## src/rtl/inst_encoder_if.sv

```systemverilog
// Handshake and issue bundle between producer, inst_encoder and instruction register.
// The consumer-side signals (halt, inst, inst_valid) share the bundle with the producer side.
interface inst_encoder_if #(
  parameter int unsigned DEPTH = 4
) ();
  localparam int unsigned CW = $clog2(DEPTH) + 1;

  logic          in_valid;
  logic          in_ready;
  logic [2:0]    ALU_Sel;
  logic [7:0]    A;
  logic          halt;
  logic [10:0]   inst;
  logic          inst_valid;
  logic [CW-1:0] count;
  logic [1:0]    state;

  modport master (
    output in_valid, ALU_Sel, A, halt,
    input  in_ready, inst, inst_valid, count, state
  );

  modport slave (
    input  in_valid, ALU_Sel, A, halt,
    output in_ready, inst, inst_valid, count, state
  );
endinterface

```

## src/rtl/inst_encoder.sv

```systemverilog
// Packs {A, ALU_Sel} into 11-bit instruction words, buffers them in a DEPTH-entry FIFO
// and issues one word per cycle to the instruction register unless the consumer halts.
module inst_encoder #(
  parameter int unsigned DEPTH = 4
) (
  input logic           clk,
  input logic           rst,
  inst_encoder_if.slave bus
);
  localparam int unsigned PW = $clog2(DEPTH);
  localparam int unsigned CW = PW + 1;
  localparam int unsigned IW = 11;

  typedef enum logic [1:0] {
    IDLE   = 2'd0,
    RUN    = 2'd1,
    HALTED = 2'd2
  } state_e;

  state_e        state_q, state_d;
  logic [IW-1:0] mem_q [DEPTH];
  logic [PW-1:0] wptr_q, wptr_d;
  logic [PW-1:0] rptr_q, rptr_d;
  logic [CW-1:0] count_q, count_d;
  logic          in_ready_q, in_ready_d;
  logic [IW-1:0] inst_q, inst_d;
  logic          inst_valid_q, inst_valid_d;
  logic          push;
  logic          pop;

  // in_ready comes from a register, so halt never reaches it combinationally.
  always_comb begin
    push = bus.in_valid && in_ready_q;
    pop  = (state_q == RUN) && !bus.halt && (count_q != '0);
  end

  // Next-state for pointers, occupancy, issue register and FSM.
  always_comb begin
    state_d      = state_q;
    wptr_d       = wptr_q;
    rptr_d       = rptr_q;
    count_d      = count_q;
    inst_d       = inst_q;
    inst_valid_d = 1'b0;

    if (push) begin
      wptr_d = wptr_q + PW'(1);
    end
    if (pop) begin
      rptr_d       = rptr_q + PW'(1);
      inst_d       = mem_q[rptr_q];
      inst_valid_d = 1'b1;
    end

    case ({push, pop})
      2'b10:   count_d = count_q + CW'(1);
      2'b01:   count_d = count_q - CW'(1);
      default: count_d = count_q;
    endcase

    in_ready_d = (count_d != CW'(DEPTH));

    if (bus.halt) begin
      state_d = HALTED;
    end else begin
      case (state_q)
        HALTED:  state_d = (count_q != '0) ? RUN : IDLE;
        IDLE:    if (count_q != '0) state_d = RUN;
        RUN:     if ((count_q == CW'(1)) && pop && !push) state_d = IDLE;
        default: state_d = IDLE;
      endcase
    end
  end

  always_ff @(posedge clk) begin
    if (rst) begin
      state_q      <= IDLE;
      wptr_q       <= '0;
      rptr_q       <= '0;
      count_q      <= '0;
      in_ready_q   <= 1'b1;
      inst_q       <= '0;
      inst_valid_q <= 1'b0;
    end else begin
      state_q      <= state_d;
      wptr_q       <= wptr_d;
      rptr_q       <= rptr_d;
      count_q      <= count_d;
      in_ready_q   <= in_ready_d;
      inst_q       <= inst_d;
      inst_valid_q <= inst_valid_d;
    end
  end

  // Storage is unreset; a write during reset lands behind the cleared pointers and is never read.
  always_ff @(posedge clk) begin
    if (push) begin
      mem_q[wptr_q] <= {bus.A, bus.ALU_Sel};
    end
  end

  assign bus.in_ready   = in_ready_q;
  assign bus.inst       = inst_q;
  assign bus.inst_valid = inst_valid_q;
  assign bus.count      = count_q;
  assign bus.state      = state_q;
endmodule

```

## src/flat_wrapper.sv

```systemverilog
// flat-port wrapper written by rule: the top's interface ports become plain ports
module inst_encoder_flat 
#(
  parameter int unsigned DEPTH = 4
)
  (clk, rst, bus_in_valid, bus_ALU_Sel, bus_A, bus_halt, bus_in_ready, bus_inst, bus_inst_valid, bus_count, bus_state);
  inst_encoder_if #(.DEPTH(DEPTH)) bus_i ();
  input logic clk;
  input logic rst;
  input wire logic [$bits(bus_i.in_valid)-1:0] bus_in_valid;
  input wire logic [$bits(bus_i.ALU_Sel)-1:0] bus_ALU_Sel;
  input wire logic [$bits(bus_i.A)-1:0] bus_A;
  input wire logic [$bits(bus_i.halt)-1:0] bus_halt;
  output wire logic [$bits(bus_i.in_ready)-1:0] bus_in_ready;
  output wire logic [$bits(bus_i.inst)-1:0] bus_inst;
  output wire logic [$bits(bus_i.inst_valid)-1:0] bus_inst_valid;
  output wire logic [$bits(bus_i.count)-1:0] bus_count;
  output wire logic [$bits(bus_i.state)-1:0] bus_state;
  assign bus_i.in_valid = bus_in_valid;
  assign bus_i.ALU_Sel = bus_ALU_Sel;
  assign bus_i.A = bus_A;
  assign bus_i.halt = bus_halt;
  assign bus_in_ready = bus_i.in_ready;
  assign bus_inst = bus_i.inst;
  assign bus_inst_valid = bus_i.inst_valid;
  assign bus_count = bus_i.count;
  assign bus_state = bus_i.state;
  inst_encoder #(.DEPTH(DEPTH)) u_core (.clk(clk), .rst(rst), .bus(bus_i));
endmodule
```

## config.mk

```make
export PLATFORM = sky130hd
export DESIGN_NAME = inst_encoder_flat
export DESIGN_NICKNAME = d
export VERILOG_FILES = /design/src/rtl/inst_encoder_if.sv /design/src/rtl/inst_encoder.sv /design/src/flat_wrapper.sv
export SDC_FILE = /design/constraint.sdc
export NUM_CORES = 1
export LEC_CHECK = 0
export ABC_AREA = 1
export BUFFER_PORTS_ARGS = -buffer_cell sky130_fd_sc_hd__clkbuf_2
export CAP_MARGIN = 20
export CELL_PAD_IN_SITES_DETAIL_PLACEMENT = 1
export CELL_PAD_IN_SITES_GLOBAL_PLACEMENT = 2
export CORE_ASPECT_RATIO = 1.5
export CORE_MARGIN = 2
export CORE_UTILIZATION = 39
export DETAILED_ROUTE_END_ITERATION = 10
export PLACE_DENSITY = 0.91
export REMOVE_ABC_BUFFERS = 1
export SYNTH_ARGS = -nofsm -noshare
export SYNTH_HDL_FRONTEND = slang
export SYNTH_SLANG_ARGS = --single-unit
```

## constraint.sdc

```tcl
create_clock -name clk -period 3.37 [get_ports clk]
set_clock_uncertainty 0.2 [all_clocks]
set_input_delay 0.674 -clock clk [delete_from_list [all_inputs] [get_ports clk]]
set_output_delay 0.674 -clock clk [all_outputs]
set_load 0.03 [all_outputs]
```

==> impl_metrics.toml, run 1 <==
[floorplan]
dieArea_mm2 = 0.00769
core_area_mm2 = 0.00681
num_rows = 37
die_h_um = 106
die_x_um = 72.3
io_pins = 33
start_util_pct = 40.1

[place]
dpl_cell_area_mm2 = 0.00295
pre_cts_slack_ns = 1.01
dp_cells = 372
dpl.hpwl_um = 3930
place.gp.congestion = 0.851
port_buffers = 32

[final_layout]
layout-drive-gt1-share_pct = 18.7
diodes = 0
multiInputGateArea_um2 = 810
fin_cells = 388
design_area_mm2 = 0.00316
fillers = 762
layout_common_cells = "nor2_1 (81), edfxtp_1 (44), clkbuf_2 (32)"
fin_util_pct = 46.5
ff_latch_area_mm2 = 0.00176
area_delta_synth_final_pct = 16.0
finish.net_count = 330
final_common_cell = "nor2_1"

[routing]
drtPass1Iterations = 4
drt-met1-wl_um = 2390
ant_nets = 0
dr_wl_met2_um = 2890
dr.max_layer_used = "met4"
drt_iter0_drc = 67
drt_wl_total_um = 5620
viasPerCell = 4.80
route.met3.wl_um = 191
drcViolationCount = 0
vias = 1864
wl_per_cell_um = 14.5

[worst_hold_path]
hold_start = "rst"
hold_end = "u_core.rptr_q[1]$_SDFFE_PP0P_"
hold_path.class = "in -> reg"
whs_path_depth = 2

[synthesis]
synth-seq-cells = 66
yosysSeqAreaShare_pct = 64.6
synth_cell_types = 19
netlist_instances = 266
avgSynthCellArea_um2 = 10.3
synth_area_mm2 = 0.00273
yosysWarnings = 0

[global_route]
gr-total-overflow = 0
antenna_found_initial = 0
grt_util_all_layers_pct = 16.2
grt_pass1_vias = 1929
grt_max_degree = 26
grt_first_pass_wirelength_um = 9120

[clock_network]
clkSinkCount = 66
clock-root-buffer = "clkbuf_8"
cts_buffer_depth = 2
cts_tree = "yes"
clkTransAtPathRegs_ns = 0.07
clk-insertion-delay-late_ns = 0.34
cts_hold_buf = 0
htree_levels = 3
cts_setup_buffers = 0
cts_made_buffers = 9
cts_resized = 0

[critical_path]
slowest_delay_ns = 0.41
reg2reg_depth = 9
crit_type = "reg -> reg"
r2r_end = "u_core.bus.in_ready$_SDFF_PP1_"
timing.critical_path.from = "u_core.bus.count[0]$_SDFF_PP0_"
ff2ff_setup_slack_ns = 1.08
worst_setup_path_start_kind = "flip-flop"
r2r_start = "u_core.bus.count[0]$_SDFF_PP0_"
required_ns = 3.41
path_buf_inv = 1
path_cells = "inv_1 -> ha_1 -> nand2_2 -> nand3_2 -> ha_1 -> o21ai_0 -> o21ai_0 -> nor2_1 -> nand2_1"
critical_path.top_delay_family = "simple AND/OR/NAND/NOR gates"
critPathCaptureType = "flip-flop"
cp_max_fo = 16
crit_arrival_ns = 2.32
crit_path_top_delay_cell = "dfxtp_1"

[sta]
final.setup.tns_ns = 0
post-route-period-util_pct = 67.9
min_period_ns = 2.29
finalSetupViolations = 0
maxSlewHeadroom_pct = 63.2
hold_violations = 0
final_max_slew_viol_count = 0
tightest_slew_ns = 0.552
clock.fmax_mhz = 437
setup_slack_ns = 1.08
grt_setup_unrepaired = "false"
whs_ns = 0.330

[run_status]
status = "finished clean"

[pwr]
leakage_nw = 1.29
ir_drop_uv = 475
totalPowerFinal_mw = 1.70
powerDensity_mw_per_mm2 = 538

[flow_run]
cap_violations = 0
## flip-flops by register name, summed over array words and instances (netlist names)
signal / flops
u_core.bus.state: 2
u_core.bus.in_ready: 1
u_core.wptr_q: 2
u_core.bus.inst: 11
u_core.bus.count: 3
u_core.bus.inst_valid: 1
u_core.mem_q: 44
u_core.rptr_q: 2
## cell type report
type | instances | area share, %
clock inverter | 3 | 0.475
sequential | 66 | 55.7
tap | 78 | 3.09
multi-input combinational | 170 | 25.6
inverter | 21 | 2.49
timing repair buffer | 37 | 6.25
clock buffer | 13 | 6.41
## metal layers
metal / up-vias / track usage (%)
met1: 859 / 17.9
li1: 955 / -
met2: 38 / 27.1
met4: 0 / 10.1
met5: - / 0
met3: 12 / 4.17
## Yosys cell counts
| library cell | number | area [um^2] |
|---|---|---|
| buf_2 | 2 | 10.0 |
| ha_1 | 10 | 125 |
| a21oi_1 | 8 | 40.0 |
| nand3_2 | 1 | 10.0 |
| nor2_1 | 81 | 304 |
| inv_1 | 18 | 67.6 |
| o21ai_0 | 22 | 110 |
| buf_6 | 5 | 56.3 |
| edfxtp_1 | 44 | 1320 |
| inv_2 | 3 | 11.3 |
| dfxtp_1 | 22 | 440 |
| nand2_1 | 24 | 90.1 |
| buf_4 | 1 | 7.51 |
| and2_1 | 2 | 12.5 |
| nor2_4 | 1 | 11.3 |
| nand3_1 | 2 | 10.0 |
| buf_1 | 1 | 3.75 |
| nand2_2 | 1 | 6.26 |
| o21ai_1 | 18 | 90.1 |
## power by group
group	leakage, nW	switching [mW]	total [mW]	internal (mW)
Combinational	0.593	0.0740	0.109	0.0350
Sequential	0.583	0.0116	0.905	0.894
Clock	0.115	0.288	0.686	0.398
## cell families (layout without fill, tap and decap cells)
family,after synthesis,in the layout,share of synthesized area (%)
AOI/OAI and AO/OA,48,48,8.81
buffers and inverters,30,74,5.73
adders and majority gates,10,10,4.59
DFF,66,66,64.6
and+or+nand+nor,112,112,16.3
## worst max-delay path by stage
stage	end	slack, ns	depth (start not counted)
floorplan	u_core.bus.count[2]$_SDFF_PP0_	1.20	10
global placement	u_core.bus.in_ready$_SDFF_PP1_	1.07	9
detailed placement	u_core.bus.count[2]$_SDFF_PP0_	1.01	9
CTS	u_core.bus.in_ready$_SDFF_PP1_	1.09	9
global route	u_core.bus.in_ready$_SDFF_PP1_	0.91	9
finish	u_core.bus.in_ready$_SDFF_PP1_	1.08	9
## worst register-to-register path: stages (launching register included)
cell and delay [ns]:
dfxtp_1 0.41, inv_1 0.11, ha_1 0.21, nand2_2 0.10, nand3_2 0.29, ha_1 0.36
o21ai_0 0.18, o21ai_0 0.14, nor2_1 0.13, nand2_1 0.06
No activity file was read; power rests on OpenSTA's default activity.
==> inputs of run 2 (changes only) <==
- ABC_AREA: 1 -> 0
- CORE_UTILIZATION: 39 -> 40
- PLACE_DENSITY: 0.91 -> 0.87
- clock period: 3.37 -> 2.22 ns (I/O delays scaled with it)
==> impl_metrics.toml, run 2 <==
[routing]
drt_iter0_drc = 83
drtPass1Iterations = 4
ant_nets = 0
viasPerCell = 5.29
wl_per_cell_um = 17.1
drcViolationCount = 0
drt_wl_total_um = 5250
vias = 1625

[critical_path]
r2r_start = "u_core.bus.count[1]$_SDFF_PP0_"
critPathCaptureType = "flip-flop"
crit_path_top_delay_cell = "dfxtp_1"
cp_max_fo = 6
required_ns = 2.23
path_buf_inv = 1
critical_path.top_delay_family = "adder cells"
slowest_delay_ns = 0.38
crit_arrival_ns = 1.99
crit_type = "reg -> reg"
worst_setup_path_start_kind = "flip-flop"
path_cells = "inv_1 -> ha_1 -> nand2b_1 -> nand2_2 -> ha_1 -> mux2_2 -> o21ai_0 -> nor2_1"
cpMostUsedCell = "ha_1"
timing.critical_path.from = "u_core.bus.count[1]$_SDFF_PP0_"

[sta]
hold_violations = 0
post-route-period-util_pct = 89.5
min_period_ns = 1.99
grt_setup_unrepaired = "false"
clock.fmax_mhz = 503
maxSlewHeadroom_pct = 62.5
finalSetupViolations = 0
tightest_slew_ns = 0.562
setup_slack_ns = 0.232
final_max_slew_viol_count = 0

[pwr]
clkPwrFrac_pct = 37.7
combPwrFrac_pct = 7.6
leakage_nw = 1.13
switching_share_pct = 22.5
p_switching_mw = 0.566
ir_drop_uv = 474
seqPwrFrac_pct = 54.6
powerDensity_mw_per_mm2 = 802
intPower_mw = 1.95

[floorplan]
io_pins = 33
die_h_um = 104
dieArea_mm2 = 0.00737
start_util_pct = 41.2
die_x_um = 70.8
core_area_mm2 = 0.00649
num_rows = 36

[synthesis]
synth_top_area_share_pct = 49.4
yosys-top-cells-area = "edfxtp_1 (49%), dfxtp_1 (16%), mux4_2 (9.3%)"
async_flop_share_pct = 0
synth_area_mm2 = 0.00267
synth_cell_types = 36
synth.most_common_cell = "edfxtp_1"
synth-seq-cells = 66
yosys.area.top_type = "edfxtp_1"
ys.flop_type = "edfxtp_1"
avgSynthCellArea_um2 = 14.6
yosysSeqAreaShare_pct = 65.9
netlist_instances = 183
synth_edf_count = 44
synth_common_cells = "edfxtp_1 (44), dfxtp_1 (22), a21oi_1 (14)"
yosysWarnings = 0

[final_layout]
multiInputGateArea_um2 = 841
final_common_cell = "edfxtp_1"
layout_common_cells = "edfxtp_1 (44), clkbuf_2 (32), dfxtp_1 (22)"
largest_reg_flops = 44
largest-register = "u_core.mem_q"
area_delta_synth_final_pct = 17.3
diodes = 0
layout-drive-gt1-share_pct = 30.7
design_area_mm2 = 0.00314
ff_latch_area_mm2 = 0.00176
finish.net_count = 251
fillers = 676
fin_cells = 307

[clock_network]
cts_made_buffers = 9
clkTransAtPathRegs_ns = 0.07
cts_buffer_depth = 2
cts_tree = "yes"
clkSinkCount = 66
clock-root-buffer = "clkbuf_8"
cts_setup_buffers = 0
cts_hold_buf = 0
clk-insertion-delay-late_ns = 0.34
htree_levels = 3

[place]
dpl_cell_area_mm2 = 0.00295
dpl.hpwl_um = 3520
port_buffers = 32
pre_cts_slack_ns = 0.210
dp_cells = 291
place.gp.congestion = 0.702

[global_route]
grt_max_degree = 24
antenna_found_initial = 0
grt_util_all_layers_pct = 15.6
grt_first_pass_wirelength_um = 8740
gr-total-overflow = 0
grt_pass1_vias = 1729

[worst_hold_path]
hold_start = "bus_ALU_Sel[2]"
hold_path.class = "in -> reg"

[run_status]
status = "finished clean"

[flow_run]
cap_violations = 0
run 2: changes by cell type after synthesis, sizes merged, moves of 5 or more:
cell	change
mux4	+11
inv	-13
clkbuf	+5
o21ai	-27
nor2	-78
buf	-5
nand2	-19
a21oi	+6
nand2b	+5
nand3	+8
run 2: final timing paths:
kind	endpoint	slack, ns	depth (start not counted)
setup / recovery	u_core.bus.count[1]$_SDFF_PP0_	0.23	8
hold / removal	u_core.mem_q[2][2]$_DFFE_PP_	0.12	1
setup reg to reg	u_core.bus.count[1]$_SDFF_PP0_	0.23	8
hold reg to reg	u_core.bus.inst[5]$_SDFFE_PP0P_	0.28	2
run 2: metal layers:
metal	share of wire [%]	GRT usage, %
met1	44	19.3
met2	50	25.1
met3	3.1	3.00
met4	2.7	9.30
met5	0	0
run 2: repair_timing:
| item | 4_1_cts | 5_1_grt |
|---|---|---|
| setup endpoints to repair | 0 | 1 |
| gates resized for setup | 0 | 3 |
| endpoints found under the hold margin | 0 | 0 |
run 2: worst register-to-register path, delay by kind of cell (launching register included):
family,cells,cell delay (ns)
muxes,1,0.28
buffers and inverters,1,0.10
adders and majority gates,2,0.46
and+or+nand+nor,3,0.26
DFF,1,0.38
AOI/OAI and AO/OA,1,0.17
run 2: area by class of cell:
type,instances,share of cell area [%]
Sequential cell,66,56.2
Inverter,8,0.957
Clock inverter,3,1.36
Timing Repair Buffer,41,7.26
Clock buffer,13,4.43
Tap cell,76,3.03
Multi-Input combinational cell,100,26.8
run 2: cells by family (layout without fill, tap and decap cells):
group / Yosys count / in the layout / share of synthesized area [%]
AOI/OAI and AO/OA: 37 / 37 / 8.10
xor gates and xnor gates: 1 / 1 / 0.328
adders and majority gates: 10 / 10 / 4.68
buffers and inverters: 17 / 65 / 3.04
DFF: 66 / 66 / 65.9
muxes: 12 / 12 / 9.69
and+or+nand+nor: 40 / 40 / 8.28
run 2: per-stage QoR:
stage / power, mW / utilization [%] / TNS, ns / hold slack (ns)
6_report: 2.52 / 48.4 / 0 / 0.116
3_3_place_gp: 1.59 / 45.4 / 0 / 0.265
3_5_place_dp: 1.59 / 45.4 / 0 / 0.274
4_1_cts: 2.54 / 48.2 / 0 / 0.100
5_1_grt: 2.61 / 48.4 / 0 / 0.118
2_1_floorplan: 1.51 / - / -0.682 / 0.263
run 2: power by group through the flow:
stage / registers (mW) / clock network (mW) / logic (mW)
after floorplan: 1.41 / 0 / 0.0928
after global placement: 1.40 / 0 / 0.188
after detailed placement: 1.40 / 0 / 0.192
after CTS: 1.38 / 0.973 / 0.193
after global routing: 1.38 / 1.01 / 0.214
final: 1.38 / 0.950 / 0.192
